### src/rtl/window3x3_fp16.sv
// Streaming 3x3 window generator: two line buffers plus a 3x3 register window over raster fp16 pixels.
// Optional macro WIN_STRIDE2_EN: emit only windows whose top-left corner sits on an even row and column.
module window3x3_fp16 #(
    parameter int IMG_W = 28,
    parameter int IMG_H = 28
) (
    input  logic             clk,
    input  logic             rst_n,
    input  logic             in_valid,
    input  logic             in_sof,
    input  logic [15:0]      in_data,
    output logic [8:0][15:0] win,
    output logic             win_valid,
    output logic             frame_done
);
    localparam int CW = $clog2(IMG_W);
    localparam int RW = $clog2(IMG_H);
    localparam logic [CW-1:0] LAST_COL = CW'(IMG_W - 1);
    localparam logic [RW-1:0] LAST_ROW = RW'(IMG_H - 1);

    logic [CW-1:0]    r_col;
    logic [RW-1:0]    r_row;
    logic [15:0]      r_lb0 [IMG_W];
    logic [15:0]      r_lb1 [IMG_W];
    logic [8:0][15:0] r_tap;
    logic [8:0][15:0] r_win;
    logic             r_win_valid;
    logic             r_frame_done;

    logic [CW-1:0]    w_col;
    logic [RW-1:0]    w_row;
    logic [8:0][15:0] w_tap_next;
    logic             w_emit;
    logic             w_last;

    // Position of the pixel on in_data; a start-of-frame beat is (0,0) whatever the counters say.
    always_comb begin
        w_col  = in_sof ? '0 : r_col;
        w_row  = in_sof ? '0 : r_row;
        w_last = (w_row == LAST_ROW) && (w_col == LAST_COL);
`ifdef WIN_STRIDE2_EN
        w_emit = (w_row >= RW'(2)) && (w_col >= CW'(2)) && !w_row[0] && !w_col[0];
`else
        w_emit = (w_row >= RW'(2)) && (w_col >= CW'(2));
`endif
    end

    always_comb begin
        w_tap_next = r_tap;
        for (int i = 0; i < 3; i++) begin
            w_tap_next[3*i]   = r_tap[3*i+1];
            w_tap_next[3*i+1] = r_tap[3*i+2];
        end
        w_tap_next[2] = r_lb1[IMG_W-1];
        w_tap_next[5] = r_lb0[IMG_W-1];
        w_tap_next[8] = in_data;
    end

    // Storage with no reset: stale contents never reach win because windows need two fresh rows.
    always_ff @(posedge clk) begin
        if (in_valid) begin
            r_lb0[0] <= in_data;
            r_lb1[0] <= r_lb0[IMG_W-1];
            for (int k = 1; k < IMG_W; k++) begin
                r_lb0[k] <= r_lb0[k-1];
                r_lb1[k] <= r_lb1[k-1];
            end
            r_tap <= w_tap_next;
        end
    end

    always_ff @(posedge clk or negedge rst_n) begin
        if (!rst_n) begin
            r_col        <= '0;
            r_row        <= '0;
            r_win        <= '0;
            r_win_valid  <= 1'b0;
            r_frame_done <= 1'b0;
        end else begin
            r_win_valid  <= in_valid && w_emit;
            r_frame_done <= in_valid && w_last;
            if (in_valid) begin
                if (w_emit) begin
                    r_win <= w_tap_next;
                end
                if (w_col == LAST_COL) begin
                    r_col <= '0;
                    r_row <= (w_row == LAST_ROW) ? '0 : w_row + 1'b1;
                end else begin
                    r_col <= w_col + 1'b1;
                    r_row <= w_row;
                end
            end
        end
    end

    assign win        = r_win;
    assign win_valid  = r_win_valid;
    assign frame_done = r_frame_done;
endmodule

### config.mk
export PLATFORM = sky130hd
export DESIGN_NAME = window3x3_fp16
export DESIGN_NICKNAME = d
export VERILOG_FILES = /design/src/rtl/window3x3_fp16.sv
export SDC_FILE = /design/constraint.sdc
export NUM_CORES = 1
export LEC_CHECK = 0
export BUFFER_PORTS_ARGS = -buffer_cell sky130_fd_sc_hd__buf_2
export CORE_MARGIN = 2
export CORE_UTILIZATION = 36
export CTS_CLUSTER_DIAMETER = 200
export DETAILED_ROUTE_END_ITERATION = 10
export PLACE_DENSITY_LB_ADDON = 0.12
export SYNTH_ARGS = -nofsm -noshare
export SYNTH_HDL_FRONTEND = slang
export SYNTH_SLANG_ARGS = --single-unit
### constraint.sdc
create_clock -name clk -period 4.4 [get_ports clk]
set_input_delay 0.88 -clock clk [delete_from_list [all_inputs] [get_ports clk]]
set_output_delay 0.88 -clock clk [all_outputs]
set_load 0.005 [all_outputs]
# ---- Yosys cells after proc, flatten, opt, wreduce, memory -nomap -nowiden
# Memories as Yosys holds them, arrays and structs flattened.
# Cells that the tools add are included.
dict set report word_totals {
  register_bits 252
  mem_bits_rw 896
  inputBits 20
  out_inout_bits 146
  wordCells 39
  mem_count 2
}
# name words word_bits read_ports rd_clocked_by_memory_dff write_ports line_no
set memory_table {}
lappend memory_table {r_lb0 28 16 28 0 28 23} ;# logic [15:0] r_lb0 [IMG_W];
lappend memory_table {r_lb1 28 16 28 0 28 24} ;# logic [15:0] r_lb1 [IMG_W];
dict set report op_classes {
  add_sub_neg 2
  magnitude_cmp 2
  eq_ne 2
  mux 7
  n_reduce_logical 5
}
# cell count
set ops {}
lappend ops {{$mux 5} 5}
lappend ops {{$add 5x1->5 const B} 2}
lappend ops {{$eq 5x5->1 const B} 2}
lappend ops {{$ge 5x2->1 const B} 2}
lappend ops {{$logic_and 1x1->1} 4}
lappend ops {{$mux 1} 2}
lappend ops {{$reduce_and 2->1} 1}

# ---- Depth between registers and ports, before layout
# Gate-level depths: netlist of the first run.
dict set report logic_depth {
  ltp_word 4
  depth_mapped 11
}

# ---- Least setup slack after synthesis of the first run
# OpenSTA, ideal clock, no wires.
dict set report synth_timing {
  kind {input -> register}
  start {in in_sof}
  end {reg r_win, in the netlist win[0]}
  setup_ns 0.125
  arrival_ns 2.711
  t_required_ns 4.275
  path_slack_ns 1.564
  stages 11
  n_path_buf 5
  cell_sequence {clkbuf_2 buf_1 nor2b_1 ha_1 nor2_1 o2bb2ai_1 a211oi_1 buf_6 buf_6 buf_6 mux2_4}
}
dict set report synth_via {
  elab_chain_len 4
  elab_cells_between_ends 6
  cone_classes {order compare (2); mux (2); reduce/logical (2)}
}
# item line_no
set synth_rtl {}
lappend synth_rtl {{from (decl)} 10} ;# input logic in_sof,
lappend synth_rtl {{$mux 5 (on tied branches)} {39, 38}}
lappend synth_rtl {{$ge 5x2->1} 44} ;# w_emit = (w_row >= RW'(2)) && (w_col >= CW'(2));
lappend synth_rtl {{$logic_and 1x1->1 (*)} 44}
lappend synth_rtl {{$reduce_and 2->1 (no line) (*)} -}
lappend synth_rtl {{to (signal assigned)} 84} ;# r_win <= w_tap_next;
lappend synth_rtl {{to (decl)} 26} ;# logic [8:0][15:0] r_win;
# Mark *: on every way between the ends. The rest lies on a longest branch, timed or not.
# A chain may end at the register's enable or synchronous reset.

# ---- Final worst setup path of the first run
dict set report layout_timing {
  start {in in_sof}
  end {reg r_win, in the netlist win[79]}
}
# Same word-level chain as after synthesis.

==> qor.yml, run 1 <==
hold_viol: 0
ys_warn_count: 0
syn_inst: 1310
core_um2: 93600
hold_class: "in -> async"
internal_power_mw: 19.5
combPwrFrac_pct: 7.8
crit_cells: 9
async_flop_share_pct: 14.4
port_buffers: 165
track_usage_pct: 9.22
gr-total-overflow: 0
drt-total-wl_um: 45400
min_period_ns: 2.60
cts_root_buf: "clkbuf_16"
ctsLongestPathBuffers: 3
post_cts.repair.setup_buffers: 0
antenna_found_initial: 1
power.share.clock_pct: 39.8
initial_core_util_pct: 36.4
htree_levels: 3
drt_iter0_drc: 1152
reg2regPathDepth: 8
num_antenna_cells: 0
tritoncts.num_buffers: 113
ant_nets: 0
timing.fmax_ghz: 0.384
relSlewSlack_pct: 33.1
finalSetupViolCount: 0
nets: 1607
synth_ff_type: "edfxtp_1"
tightest_slew_ns: 1.00
first_global_vias: 13162
period_share_pct: 59.2
synth.distinct_cells: 36
critPathMaxFanout: 51
vias: 12687
synth_area_um2: 34100
dp_slack_ns: 1.12
p_seq_share_pct: 52.4
grt_max_degree: 176
p_total_mw: 24.6
cp.required_ns: 4.94
viasPerCell: 4.33
cp_num_buf_inv: 3
drc: 0
ys_seq_area_share_pct: 93.1
grt_first_pass_wirelength_um: 72600
critPathLaunchType: "primary input"
arrival_ns: 3.14
max_cap_violations: 0
syn_to_final_growth_pct: 18.7
cpPeakStageDelay_ns: 0.61
clk-insertion-delay-late_ns: 0.66
place_congestion: 0.663
ir_drop_mv: 0.284
power_leakage_nw: 14.5
cts_sinks: 1084
synth_enable_flop_cells: 928
tns_ns: 0
rsz0062_at_grt: "no"
syn_nets: 1334
powerDensity_nw_per_um2: 609
synthTopCellsByArea: "edfxtp_1 (82%), dfrtp_1 (11%), mux2_2 (3.2%)"
dieArea_um2: 97200
worstPathCellList: "buf_2 > nor2b_1 > inv_1 > ha_1 > nor2_1 > o2bb2ai_1 > a211oi_4 > buf_4 > mux2_2"
status: "completed"
setup_ws_ns: 1.80
die_y_um: 312
dpl.hpwl_um: 21000
cts-resized-gates: 0
avgSynthCellArea_um2: 26.0
critPathCaptureType: "register"
netSwitchingPower_mw: 5.14
crit_slowest_cell: "buf_4"
path_class: "in -> reg"
die_w_um: 312
crit_family: "buffers and inverters"
swShare_pct: 20.8
slew_violations: 0
wire_per_inst_um: 15.5
cts_tree: "yes"
synth_top_area_cell: "edfxtp_1"
synth_seq_cells: 1084
fin_worst_skew_ns: 0.0208
clk_pin_slew_ns: 0.06
dr.pass1.iters: 6
ios: 166
row_count: 112
cts_hold_buf: 0
synth_top_area_share_pct: 81.7
drive_gt1_share_pct: 29.8
-- synthesized netlist by cell type (all sizes together) (3+ instances only) --
cell type and number:
nand4b 3, inv 6, edfxtp 928, dfrtp 156, a21oi 5, nand2 6
mux2 145, nor3 5, buf 17, nor2 5, clkbuf 3, ha 4
nor2b 4
-- flip-flops by register name, indices dropped and copies added (netlist names) --
signal and flops:
r_col 5, win 144, r_row 5, r_tap 92, frame_done 1, r_lb1 418, win_valid 1, r_lb0 418
-- stage by stage --
step	area, um2	hold WS [ns]	instances	util (%)
6_report	40500	0.265	2933	43.2
3_3_place_gp	36600	0.400	2722	39.1
4_1_cts	40500	0.234	2933	43.2
3_5_place_dp	36600	0.405	2722	39.1
2_1_floorplan	34100	0.400	1310	-
5_1_grt	40500	0.275	2933	43.2
-- power groups by stage --
stage          registers, mW  clock network (mW)  logic [mW]
2_1_floorplan           13.1                   0       0.845
3_3_place_gp            13.1                   0        1.95
3_5_place_dp            13.1                   0        1.99
4_1_cts                 12.9                10.2        2.00
5_1_grt                 13.0                10.6        2.13
6_report                12.9                9.81        1.93
-- layer usage --
metal | track usage, % | vias up | share of wire [%]
met5 | 0 | - | 0.031
met4 | 4.00 | 2 | 3.1
met3 | 3.61 | 111 | 6.8
met2 | 12.8 | 264 | 43
met1 | 12.8 | 6560 | 47
li1 | - | 5750 | -
-- final timing paths --
| check | from | to | slack (ns) |
|---|---|---|---|
| max | in_sof | win[79] | 1.80 |
| min reg2reg | r_lb1[1][29] | r_lb1[1][45] | 0.40 |
| max reg2reg | r_col[0] | win[79] | 1.88 |
| min in group clk | r_lb1[1][29] | r_lb1[1][45] | 0.40 |
| min | rst_n | win[3] | 0.27 |
| max in group asynchronous | rst_n | win[0] | 3.16 |
-- cell type report --
class	instances	area (um2)
fillers	8083	53100
clock inverters	72	825
multi-input cells	199	2190
flip-flops and latches	1084	31800
inverters	7	26.3
repair buffers	178	1040
clock buffers	139	3060
well taps	1254	1570
-- worst register-to-register path, cell delays in order (launching register included) --
cell	delay, ns
dfrtp_1	0.39
nor2b_1	0.16
inv_1	0.08
ha_1	0.17
nor2_1	0.06
o2bb2ai_1	0.15
a211oi_4	0.27
buf_4	0.61
mux2_2	0.50
-- layout by cell type, fill, tap and decap left out, drive strengths merged, types with 2 or more instances in the layout --
cell type	synthesis	routed
a21oi	5	5
a221o	2	2
buf	17	177
bufinv	0	18
clkbuf	3	140
clkinv	1	46
clkinvlp	0	6
dfrtp	156	156
edfxtp	928	928
ha	4	4
inv	6	9
mux2	145	145
nand2	6	6
nand3	2	2
nand4b	3	3
nor2	5	5
nor2b	4	4
nor3	5	5
o22ai	2	2
o2bb2ai	2	2
-- logic make-up after synthesis --
family                     after synthesis  share of synthesized area, %
AOI/OAI and AO/OA                       18                         0.381
muxes                                  146                          5.35
and+or+nand+nor                         31                         0.499
adders and majority gates                4                         0.147
DFF                                   1084                          93.1
buffers and inverters                   27                         0.488
(Power assumes the default switching activity.)
==> inputs of run 2 (changes only) <==
Clock period 4.4 ns to 2.4 ns, I/O delays scaled along.
==> qor.yml, run 2 (same netlist as run 1, synthesis figures left out) <==
timing.fmax_ghz: 0.442
power.share.clock_pct: 39.0  # was 39.8%
p_total_mw: 44.9  # was 24.6 mW
port_buffers: 165  # unchanged
fin_util_pct: 43.9  # was 43.2%
drt_iter0_drc: 1104  # was 1152
max_cap_violations: 0  # unchanged
internal_power_mw: 35.4  # was 19.5 mW
ant_nets: 0  # unchanged
grt_first_pass_wirelength_um: 74300  # was 72600 um
status: "completed"  # unchanged
finalSetupViolCount: 0  # unchanged
ctsLongestPathBuffers: 3  # unchanged
track_usage_pct: 9.46  # was 9.22%
num_antenna_cells: 0  # unchanged
antenna_found_initial: 2  # was 1
cts_root_buf: "clkbuf_16"  # unchanged
critPathMaxFanout: 18  # was 51
critPathCaptureType: "register"  # unchanged
rsz0062_at_grt: "no"  # unchanged
power_leakage_nw: 14.8  # was 14.5 nW
initial_core_util_pct: 36.4  # unchanged
swShare_pct: 21.1  # was 20.8%
vias: 13024  # was 12.7k
relSlewSlack_pct: 41.4  # was 33.1%
hold_class: "in -> reg"  # was in -> async
cts_tree: "yes"  # unchanged
clk_pin_slew_ns: 0.06  # about the same
ir_drop_mv: 0.662  # was 0.284 mV
cp.required_ns: 2.94  # was 4.94 ns
top_layer: "met5"  # unchanged
combPwrFrac_pct: 8.3  # was 7.8%
min_period_ns: 2.26
final_common_cell: "edfxtp_1"  # unchanged
place_congestion: 0.669  # was 0.663
grt_max_degree: 156  # was 176
htree_levels: 3  # unchanged
tightest_slew_ns: 0.879  # was 1.00 ns
dr_wl_met3_um: 2610  # was 3100 um
syn_to_final_growth_pct: 20.3  # was 18.7%
row_count: 112  # unchanged
first_global_vias: 13474  # was 13.2k
wl_met1_um: 22500  # was 21500 um
period_share_pct: 94.4
clk-insertion-delay-late_ns: 0.67  # was 0.66 ns
hold_viol: 0  # unchanged
netSwitchingPower_mw: 9.46  # was 5.14 mW
route.met2.wl_um: 20500  # was 19300 um
die_y_um: 312  # unchanged
final_cell_mix: "edfxtp_1 (928), buf_2 (163), dfrtp_1 (156)"  # unchanged
powerDensity_nw_per_um2: 1090  # was 609 nW/um2
cts_sinks: 1084  # unchanged
dieArea_um2: 97200  # unchanged
critPathLaunchType: "register"  # was primary input
slew_violations: 0  # unchanged
tritoncts.num_buffers: 113  # unchanged
dr.pass1.iters: 4  # was 6
drc: 0  # unchanged
gr-total-overflow: 0  # unchanged
drt-total-wl_um: 47100  # was 45400 um
fin_worst_skew_ns: 0.0154  # was 0.0208 ns
viasPerCell: 4.34  # was 4.33
ios: 166  # unchanged
p_seq_share_pct: 52.7  # was 52.4%
drive_gt1_share_pct: 31.2  # was 29.8%
wire_per_inst_um: 15.7  # was 15.5 um
nets: 1670  # was 1607
arrival_ns: 2.80  # was 3.14 ns
path_class: "reg -> reg"  # was in -> reg
core_um2: 93600  # unchanged
die_w_um: 312  # unchanged
dpl.hpwl_um: 23100  # was 21000 um
==> run 2: stage by stage <==
step	cells	setup WS, ns	hold slack, ns	setup TNS, ns	cell area (um2)
floorplan	1310	0.00281	0.184	0	34100
global placement	2766	-0.0646	0.401	-3.58	37000
detailed placement	2766	-0.132	0.405	-12.00	37000
CTS	2999	0.0412	0.178	0	41000
global route	3001	0.0527	0.206	0	41000
finish	3001	0.135	0.249	0	41000
==> run 2: layout make-up <==
cell class / instances / area [um2]
tap: 1254 / 1570
multi-input combinational: 199 / 2190
inverter: 7 / 26.3
clock inverter: 40 / 499
clock buffer: 176 / 3330
fill: 8062 / 52600
timing repair buffer: 241 / 1660
sequential: 1084 / 31800
==> run 2: final timing paths <==
| check | from | slack, ns | cells after the start | endpoint |
|---|---|---|---|---|
| worst max-delay path | r_row[4] | 0.14 | 7 | win[1] |
| worst min-delay path | in_valid | 0.25 | 2 | r_lb0[0][103] |
| worst max register to register | r_row[4] | 0.14 | 7 | win[1] |
| worst min register to register | r_lb0[1][161] | 0.41 | 0 | r_lb0[1][177] |
| max in group asynchronous | rst_n | 1.32 | 3 | win[115] |
| min in group asynchronous | rst_n | 0.50 | 2 | win[113] |
==> run 2: worst max-delay path, stage by stage, from the launching register on <==
cell	delay, ns
dfrtp_1	0.41
or4_1	0.57
o2bb2ai_1	0.24
a211oi_4	0.06
buf_12	0.15
buf_12	0.17
buf_12	0.19
mux2_4	0.30
==> run 2: timing repair <==
item / in CTS / in global routing
endpoints found under the hold margin: 88 / 0
resized for setup: 0 / 1
endpoints found under the setup margin: 0 / 70
setup buffers: 0 / 1
hold buffers: 17 / 0
==> run 2: power groups by stage <==
| stage | logic, mW | registers (mW) | clock network [mW] |
|---|---|---|---|
| 2_1_floorplan | 1.55 | 24.0 | 0 |
| 3_3_place_gp | 3.67 | 24.0 | 0 |
| 3_5_place_dp | 3.76 | 24.1 | 0 |
| 4_1_cts | 3.79 | 23.7 | 18.3 |
| 5_1_grt | 4.07 | 24.0 | 19.0 |
| 6_report | 3.70 | 23.7 | 17.5 |
==> run 2: layer usage <==
metal / GRT usage (%) / vias to the layer above
li1: - / 5896
met1: 13.4 / 6706
met2: 13.4 / 305
met3: 3.05 / 115
met4: 3.94 / 2
met5: 0 / -
